**config.mk**
```make
export PLATFORM = sky130hd
export DESIGN_NAME = sr_flipflop_driver
export DESIGN_NICKNAME = d
export VERILOG_FILES = /design/src/rtl/sr_flipflop_driver.sv
export SDC_FILE = /design/constraint.sdc
export NUM_CORES = 1
export LEC_CHECK = 0
export ABC_AREA = 1
export CAP_MARGIN = 20
export CORE_MARGIN = 2
export CORE_UTILIZATION = 25
export CTS_CLUSTER_DIAMETER = 100
export DETAILED_ROUTE_END_ITERATION = 16
export PLACE_DENSITY_LB_ADDON = 0.2
export SKIP_CTS_REPAIR_TIMING = 1
export SYNTH_ARGS = -nofsm -noshare
export SYNTH_HDL_FRONTEND = slang
export SYNTH_SLANG_ARGS = --single-unit
```
**constraint.sdc**
```tcl
create_clock -name CLK -period 1.68 [get_ports CLK]
set_input_delay 0.336 -clock CLK [delete_from_list [all_inputs] [get_ports CLK]]
set_output_delay 0.336 -clock CLK [all_outputs]
set_load 0.02 [all_outputs]
```
**src/rtl/sr_flipflop_driver.sv**
```systemverilog
// sr_flipflop_driver: command-side driver for a bank of WIDTH gated SR flops.
// A requested Q vector is turned into non-overlapping S/R pulses. After a
// settle window, the Q feedback is compared against the request.
// Optional build macro SR_DRV_RETRY_EN: a failed check re-drives the bank up to
// MAX_RETRY more times before reporting done with err.
module sr_flipflop_driver #(
    parameter int WIDTH         = 8,
    parameter int PULSE_CYCLES  = 1,
    parameter int SETTLE_CYCLES = 2,
    parameter int MAX_RETRY     = 2
) (
    input  logic             CLK,
    input  logic             RST,
    input  logic             req_valid,
    output logic             req_ready,
    input  logic [WIDTH-1:0] req_data,
    input  logic [WIDTH-1:0] Q_fb,
    output logic [WIDTH-1:0] S,
    output logic [WIDTH-1:0] R,
    output logic             done,
    output logic             err,
    output logic [WIDTH-1:0] err_bits
);

    function automatic int max3(input int a, input int b, input int c);
        int m;
        m = (a > b) ? a : b;
        return (m > c) ? m : c;
    endfunction

    // One counter width serves the pulse, settle and retry counts.
    localparam int CNT_MAX = max3(PULSE_CYCLES, SETTLE_CYCLES, MAX_RETRY);
    localparam int CNT_W   = (CNT_MAX < 1) ? 1 : $clog2(CNT_MAX + 1);

    // Set only bits that must rise and clear only bits that must fall.
    // The two masks are disjoint, so S and R are never both high on a bit.
    function automatic logic [WIDTH-1:0] set_mask(input logic [WIDTH-1:0] tgt_v,
                                                  input logic [WIDTH-1:0] cur_v);
        return tgt_v & ~cur_v;
    endfunction

    function automatic logic [WIDTH-1:0] clr_mask(input logic [WIDTH-1:0] tgt_v,
                                                  input logic [WIDTH-1:0] cur_v);
        return ~tgt_v & cur_v;
    endfunction

    typedef enum logic [1:0] {
        IDLE   = 2'd0,
        DRIVE  = 2'd1,
        SETTLE = 2'd2,
        CHECK  = 2'd3
    } state_t;

    state_t             state, state_nxt;
    logic [WIDTH-1:0]   tgt, tgt_nxt;
    logic [WIDTH-1:0]   snap, snap_nxt;
    logic [CNT_W-1:0]   cnt, cnt_nxt;
    logic [WIDTH-1:0]   s_nxt, r_nxt, err_bits_nxt;
    logic               done_nxt, err_nxt, ready_nxt;
    logic [WIDTH-1:0]   mism;
`ifdef SR_DRV_RETRY_EN
    logic [CNT_W-1:0]   retry_cnt, retry_nxt;
`endif

    assign mism = Q_fb ^ tgt;

    // Next-state and next-output logic; every output is registered below,
    // so S/R/done/req_ready change together with the state.
    always_comb begin
        state_nxt    = state;
        tgt_nxt      = tgt;
        snap_nxt     = snap;
        cnt_nxt      = cnt;
        s_nxt        = '0;
        r_nxt        = '0;
        done_nxt     = 1'b0;
        err_nxt      = 1'b0;
        err_bits_nxt = err_bits;
        ready_nxt    = 1'b0;
`ifdef SR_DRV_RETRY_EN
        retry_nxt    = retry_cnt;
`endif
        unique case (state)
            IDLE: begin
                ready_nxt = 1'b1;
                if (req_valid && req_ready) begin
                    tgt_nxt   = req_data;
                    snap_nxt  = Q_fb;
                    cnt_nxt   = '0;
                    state_nxt = DRIVE;
                    ready_nxt = 1'b0;
                    s_nxt     = set_mask(req_data, Q_fb);
                    r_nxt     = clr_mask(req_data, Q_fb);
`ifdef SR_DRV_RETRY_EN
                    retry_nxt = '0;
`endif
                end
            end
            DRIVE: begin
                if (cnt == CNT_W'(PULSE_CYCLES - 1)) begin
                    cnt_nxt   = '0;
                    state_nxt = (SETTLE_CYCLES == 0) ? CHECK : SETTLE;
                end else begin
                    cnt_nxt = cnt + CNT_W'(1);
                    s_nxt   = set_mask(tgt, snap);
                    r_nxt   = clr_mask(tgt, snap);
                end
            end
            SETTLE: begin
                if (cnt == CNT_W'(SETTLE_CYCLES - 1)) begin
                    cnt_nxt   = '0;
                    state_nxt = CHECK;
                end else begin
                    cnt_nxt = cnt + CNT_W'(1);
                end
            end
            CHECK: begin
                err_bits_nxt = mism;
`ifdef SR_DRV_RETRY_EN
                if ((|mism) && (retry_cnt < CNT_W'(MAX_RETRY))) begin
                    // Re-drive from whatever the bank actually holds now.
                    retry_nxt = retry_cnt + CNT_W'(1);
                    snap_nxt  = Q_fb;
                    cnt_nxt   = '0;
                    state_nxt = DRIVE;
                    s_nxt     = set_mask(tgt, Q_fb);
                    r_nxt     = clr_mask(tgt, Q_fb);
                end else
`endif
                begin
                    state_nxt = IDLE;
                    done_nxt  = 1'b1;
                    err_nxt   = |mism;
                    ready_nxt = 1'b1;
                end
            end
            default: begin
                state_nxt = IDLE;
                ready_nxt = 1'b1;
            end
        endcase
    end

    // State and registered outputs; async reset drops S/R immediately.
    always_ff @(posedge CLK or posedge RST) begin
        if (RST) begin
            state     <= IDLE;
            tgt       <= '0;
            snap      <= '0;
            cnt       <= '0;
            S         <= '0;
            R         <= '0;
            done      <= 1'b0;
            err       <= 1'b0;
            err_bits  <= '0;
            req_ready <= 1'b1;
`ifdef SR_DRV_RETRY_EN
            retry_cnt <= '0;
`endif
        end else begin
            state     <= state_nxt;
            tgt       <= tgt_nxt;
            snap      <= snap_nxt;
            cnt       <= cnt_nxt;
            S         <= s_nxt;
            R         <= r_nxt;
            done      <= done_nxt;
            err       <= err_nxt;
            err_bits  <= err_bits_nxt;
            req_ready <= ready_nxt;
`ifdef SR_DRV_RETRY_EN
            retry_cnt <= retry_nxt;
`endif
        end
    end

endmodule

```
==> impl_metrics.env, run 1 <==
export IMPL_status="finished clean"
export IMPL_root_buffer="clkbuf_8"
export IMPL_cts_buffers=5
export IMPL_io_buffers=45
export IMPL_die_area_mm2=0.00966
export IMPL_max_vdd_ir_drop_v=0.000425
export IMPL_rsz0062_at_grt="no"
export IMPL_netlist_area_leader_share_pct=51.8
export IMPL_power_leakage_nw=1.32
export IMPL_syn_inst=258
export IMPL_wl_met3_um=395
export IMPL_async_flop_share_pct=100
export IMPL_r2r_start="state[1]"
export IMPL_crit_cells=1
export IMPL_cp_required_ns=1.34
export IMPL_stdcell_count=416
export IMPL_critPathTopFamily="buffers and inverters"
export IMPL_cp_startpoint="err_bits[5]"
export IMPL_finalSetupTns_ns=0
export IMPL_hold_class="in2async"
export IMPL_fmax_ghz=0.621
export IMPL_overflow=0
export IMPL_drive_gt1_share_pct=7.79
export IMPL_grt_first_pass_wirelength_um=8810
export IMPL_firstDrtPassIters=4
export IMPL_finalSetupViolCount=0
export IMPL_critPathSlowestCell="clkdlybuf4s50_1"
export IMPL_dp_hpwl_um=3870
export IMPL_endpoint_kind="output pin"
export IMPL_clkLatencyLatePin_ns=0.30
export IMPL_clk_path_buf_depth=2
export IMPL_cellPowerDensity_mw_per_mm2=1510
export IMPL_first_global_vias=1767
export IMPL_fin_nets=335
export IMPL_area_growth_pct=31.9
export IMPL_worstPathCellList="clkdlybuf4s50_1"
export IMPL_synth_distinct_cells=20
export IMPL_crit_path_start_kind="flip-flop"
export IMPL_cp_arrival_ns=1.27
export IMPL_htreeDepth=2
export IMPL_timing_slew_headroom_pct=72.1
export IMPL_crit_fanout=2
export IMPL_slowest_delay_ns=0.61
export IMPL_clkTransAtPathRegs_ns=0.09
export IMPL_seqPwrFrac_pct=38.8
export IMPL_path_class="reg2out"
export IMPL_synth_edf_count=0
export IMPL_finalMaxSlewViolations=0
export IMPL_fin_ws_ns=0.0705
export IMPL_die_w_um=98.3
export IMPL_p_sw_w=0.00180
export IMPL_fin_util_pct=33.8
export IMPL_routed_via_density=4.45
export IMPL_ys_dominant_reg_cell="dfrtp_1"
export IMPL_met1_length_um=2340
export IMPL_syn_area_mm2=0.00222
export IMPL_pin_count=46
export IMPL_cts_tree="done"
export IMPL_clock_sinks=47
export IMPL_antenna_found_initial=0
export IMPL_synthTopCellsByCount="nand2_1, dfrtp_1, inv_1"
export IMPL_highest_layer="met4"
export IMPL_worst_path_buf_inv=1
export IMPL_seq_area_frac_synth_pct=53.0
export IMPL_antenna_left=0
export IMPL_routedWlPerCell_um=12.5
export IMPL_yosys_warnings=0
export IMPL_dp_cells=408
export IMPL_avgSynthCellArea_um2=8.62
export IMPL_tightest_slew_ns=0.417
export IMPL_period_needed_ns=1.61
export IMPL_finalCritPeriodShare_pct=95.8
export IMPL_rows=34
export IMPL_internal_power_w=0.00263
export IMPL_synthesis_nets=286
export IMPL_synth_top_area_cell="dfrtp_1"
export IMPL_drtIter0Drc=103
export IMPL_wl_um=5210
export IMPL_ys_seq_elements=47
export IMPL_dp_slack_ns=0.139
export IMPL_fin_worst_skew_ns=0.00376
export IMPL_start_util_pct=25.6
export IMPL_pwr_share_clk_pct=17.3
export IMPL_swShare_pct=40.6
export IMPL_hold_viol_final=0
export IMPL_vias=1851
export IMPL_drc=0
export IMPL_gp_congestion=0.818
export IMPL_comb_power_share_pct=43.9
export IMPL_fp_dieH_um=98.3
export IMPL_grt_max_degree=20
export IMPL_yosysMostFrequentCell="nand2_1"
export IMPL_grt_usage_pct=11.5
export IMPL_diodes=0
export IMPL_maxCapViolCount=0
export IMPL_core_area_mm2=0.00868
export IMPL_wl_met2_um=2380
export IMPL_rr_worst_depth=5
export IMPL_synth_area_leaders="dfrtp_1, nand2_1, ha_1"
registers in the layout (all words and copies together), names as in the netlist:
signal,cells
R,8
S,8
err_bits,8
snap,8
tgt,8
cnt,2
state,2
done,1
err,1
req_ready,1
per-layer routing:
metal	vias to the layer above	GRT usage, %
li1	926	-
met1	856	15.3
met2	61	17.8
met3	8	3.29
met4	0	4.00
met5	-	0
placed cells by master (no fill, tap or decap), types with 3 or more instances in the layout:
cell type,count
a21oi_1,19
buf_12,3
buf_4,3
clkbuf_8,7
clkdlybuf4s50_1,44
dfrtp_1,46
ha_1,9
inv_1,27
inv_2,4
nand2_1,63
nand3_1,18
nand4_1,8
nor2_1,18
nor2_4,3
o21ai_0,22
o21ai_1,7
through the flow:
stage	hold WS (ns)	area, µm²	total power [W]
2_1_floorplan	0.457	2220	0.00299
3_3_place_gp	0.470	2830	0.00370
3_5_place_dp	0.475	2830	0.00371
4_1_cts	0.338	2930	0.00450
5_1_grt	0.357	2930	0.00481
6_report	0.328	2930	0.00443
final timing paths:
kind                       slack (ns)     endpoint
max                              0.07  err_bits[5]
min                              0.33  err_bits[6]
max reg2reg                      0.19         R[6]
min reg2reg                      0.49  err_bits[2]
max in group asynchronous        0.92       tgt[4]
min in group CLK                 0.49  err_bits[2]
kinds of logic after synthesis:
group | share of synthesized area [%]
adder cells (fa/ha/maj) | 5.06
XOR/XNOR | 0.394
buffers and inverters | 8.16
AND/OR/NAND/NOR | 22.1
AO/OA/AOI/OAI | 11.4
flip-flops | 53.0
cell type report:
class	instances	area (µm²)
Inverter	31	116
Clock buffer	7	96.3
Fill cell	933	5750
Timing Repair Buffer	51	536
Multi-Input combinational cell	171	865
Clock inverter	1	7.51
Tap cell	108	135
Sequential cell	47	1180
power by group through the flow:
stage               combinational, W  clock (W)  sequential (W)
finish                       0.00195   0.000768         0.00172
detailed placement           0.00197          0         0.00174
global route                 0.00219   0.000841         0.00178
CTS                          0.00198   0.000800         0.00172
floorplan                    0.00109          0         0.00190
global placement             0.00195          0         0.00174
worst register-to-register path, stage by stage (launching register included):
cell	delay [ns]
dfrtp_1	0.40
inv_1	0.11
ha_1	0.22
buf_12	0.16
nor2_4	0.36
a21oi_1	0.10
Power figures use the tool's default switching activity.
==> run 2: changes to the inputs <==
==> constraint.sdc (replaced) <==
create_clock -name CLK -period 1.4 [get_ports CLK]
set_input_delay 0.28 -clock CLK [delete_from_list [all_inputs] [get_ports CLK]]
set_output_delay 0.28 -clock CLK [all_outputs]
set_load 0.02 [all_outputs]
==> impl_metrics.env, run 2 (synthesized netlist as in run 1, its figures left out) <==
export IMPL_io_buffers=45
export IMPL_clk_path_buf_depth=2
export IMPL_antenna_found_initial=0
export IMPL_ff_latch_area_mm2=0.00118
export IMPL_cts_buffers=5
export IMPL_hold_viol_final=0
export IMPL_cp_required_ns=1.64
export IMPL_grt_first_pass_wirelength_um=9280
export IMPL_fin_util_pct=37.2
export IMPL_layout_commonest_cell="nand2_1"
export IMPL_die_area_mm2=0.00966
export IMPL_diodes=0
export IMPL_drive_gt1_share_pct=17.2
export IMPL_routed_via_density=4.43
export IMPL_finalMaxSlewViolations=0
export IMPL_clock_sinks=47
export IMPL_dp_slack_ns=-0.106
export IMPL_fp_dieH_um=98.3
export IMPL_htreeDepth=2
export IMPL_crit_path_start_kind="flip-flop"
export IMPL_dp_hpwl_um=3900
export IMPL_endpoint_kind="flip-flop"
export IMPL_total_power_w=0.00595
export IMPL_multi_input_area_um2=923
export IMPL_mostFrequentLayoutCells="nand2_1, dfrtp_1, dlymetal6s2s_1"
export IMPL_period_needed_ns=1.39
export IMPL_finalCritPeriodShare_pct=99.5
export IMPL_status="finished clean"
export IMPL_vias=1921
export IMPL_die_w_um=98.3
export IMPL_routedWlPerCell_um=13.2
export IMPL_finalSetupViolCount=0
export IMPL_maxCapViolCount=0
export IMPL_worstPathCellList="inv_2 > ha_4 > inv_4 > nor2_4 > buf_12 > nand2_2 > or2_0 > a21oi_1"
export IMPL_rows=34
export IMPL_power_leakage_nw=1.82
export IMPL_clkTransAtPathRegs_ns=0.10
export IMPL_timing_slew_headroom_pct=80.8
export IMPL_start_util_pct=25.6
export IMPL_fin_worst_skew_ns=0.00904
export IMPL_core_area_mm2=0.00868
export IMPL_hold_class="in2async"
export IMPL_crit_fanout=4
export IMPL_rsz0062_at_grt="yes"
export IMPL_path_class="reg2reg"
export IMPL_wl_um=5710
export IMPL_fillCellCount=908
export IMPL_overflow=0
export IMPL_drc=0
export IMPL_grt_max_degree=48
export IMPL_clkLatencyLatePin_ns=0.31
export IMPL_fmax_ghz=0.718
export IMPL_max_vdd_ir_drop_v=0.000538
export IMPL_drtIter0Drc=93
export IMPL_cp_arrival_ns=1.63
export IMPL_first_global_vias=1922
export IMPL_antenna_left=0
export IMPL_root_buffer="clkbuf_8"
export IMPL_cts_tree="done"
export IMPL_fin_nets=353
export IMPL_fin_ws_ns=0.00736
export IMPL_cellPowerDensity_mw_per_mm2=1840
export IMPL_gp_congestion=0.776
export IMPL_slowest_delay_ns=0.40
export IMPL_area_growth_pct=45.4
export IMPL_tightest_slew_ns=0.288
export IMPL_grt_usage_pct=12.0
export IMPL_firstDrtPassIters=4
export IMPL_critPathSlowestCell="dfrtp_1"
export IMPL_pin_count=46
==> run 2: cell types whose count changed in the layout (fill, tap and decap cells not counted), sizes merged <==
| cell | change |
|---|---|
| clkbuf | -1 |
| dlymetal6s2s | +25 |
| buf | +17 |
| clkinvlp | +2 |
| clkdlybuf4s50 | -26 |
| bufinv | +1 |
==> run 2: worst max-delay path: cells and delay by family, from the launching register on <==
kind | cells | cell delay [ns]
adder cells (fa/ha/maj) | 1 | 0.17
flip-flops | 1 | 0.40
AO/OA/AOI/OAI | 1 | 0.14
AND/OR/NAND/NOR | 3 | 0.33
buffers and inverters | 3 | 0.27
==> run 2: path summary, 6_finish.rpt <==
check	cells after the start	slack, ns	endpoint	from
min in group CLK	2	0.49	err_bits[1]	err_bits[1]
min	3	0.31	err_bits[3]	RST
min reg2reg	2	0.49	err_bits[1]	err_bits[1]
max reg2reg	8	0.007	R[0]	state[1]
max	8	0.007	R[0]	state[1]
max in group asynchronous	3	0.81	req_ready	RST
==> run 2: through the flow <==
stage,setup TNS [ns],cell area (µm²),std cells,hold WS (ns)
floorplan,0,2220,258,0.401
global placement,-1.08,2920,419,0.471
detailed placement,-1.71,2920,419,0.474
CTS,-4.67,3040,427,0.322
global route,-0.334,3230,434,0.344
finish,0,3230,434,0.307
==> run 2: power breakdown <==
group | switching [W] | leakage, nW | internal, W
clock network | 0.000511 | 0.0548 | 0.000539
registers | 0.000243 | 0.605 | 0.00181
logic | 0.00164 | 1.16 | 0.00121
==> run 2: per-layer routing <==
metal	wire length, µm	part of all wire, %	vias up	GRT usage [%]
li1	-	-	964	-
met1	2600	46	906	15.3
met2	2730	48	44	20.0
met3	299	5.2	7	2.51
met4	79	1.4	0	4.43
met5	0	0	-	0
==> run 2: area by class of cell <==
cell class,count,share of cell area [%]
clock buffers,5,2.13
clock inverters,3,1.43
inverters,31,3.79
multi-input cells,171,28.6
flip-flops and latches,47,36.4
well taps,108,4.18
repair buffers,68,23.2
repair inverters,1,0.232
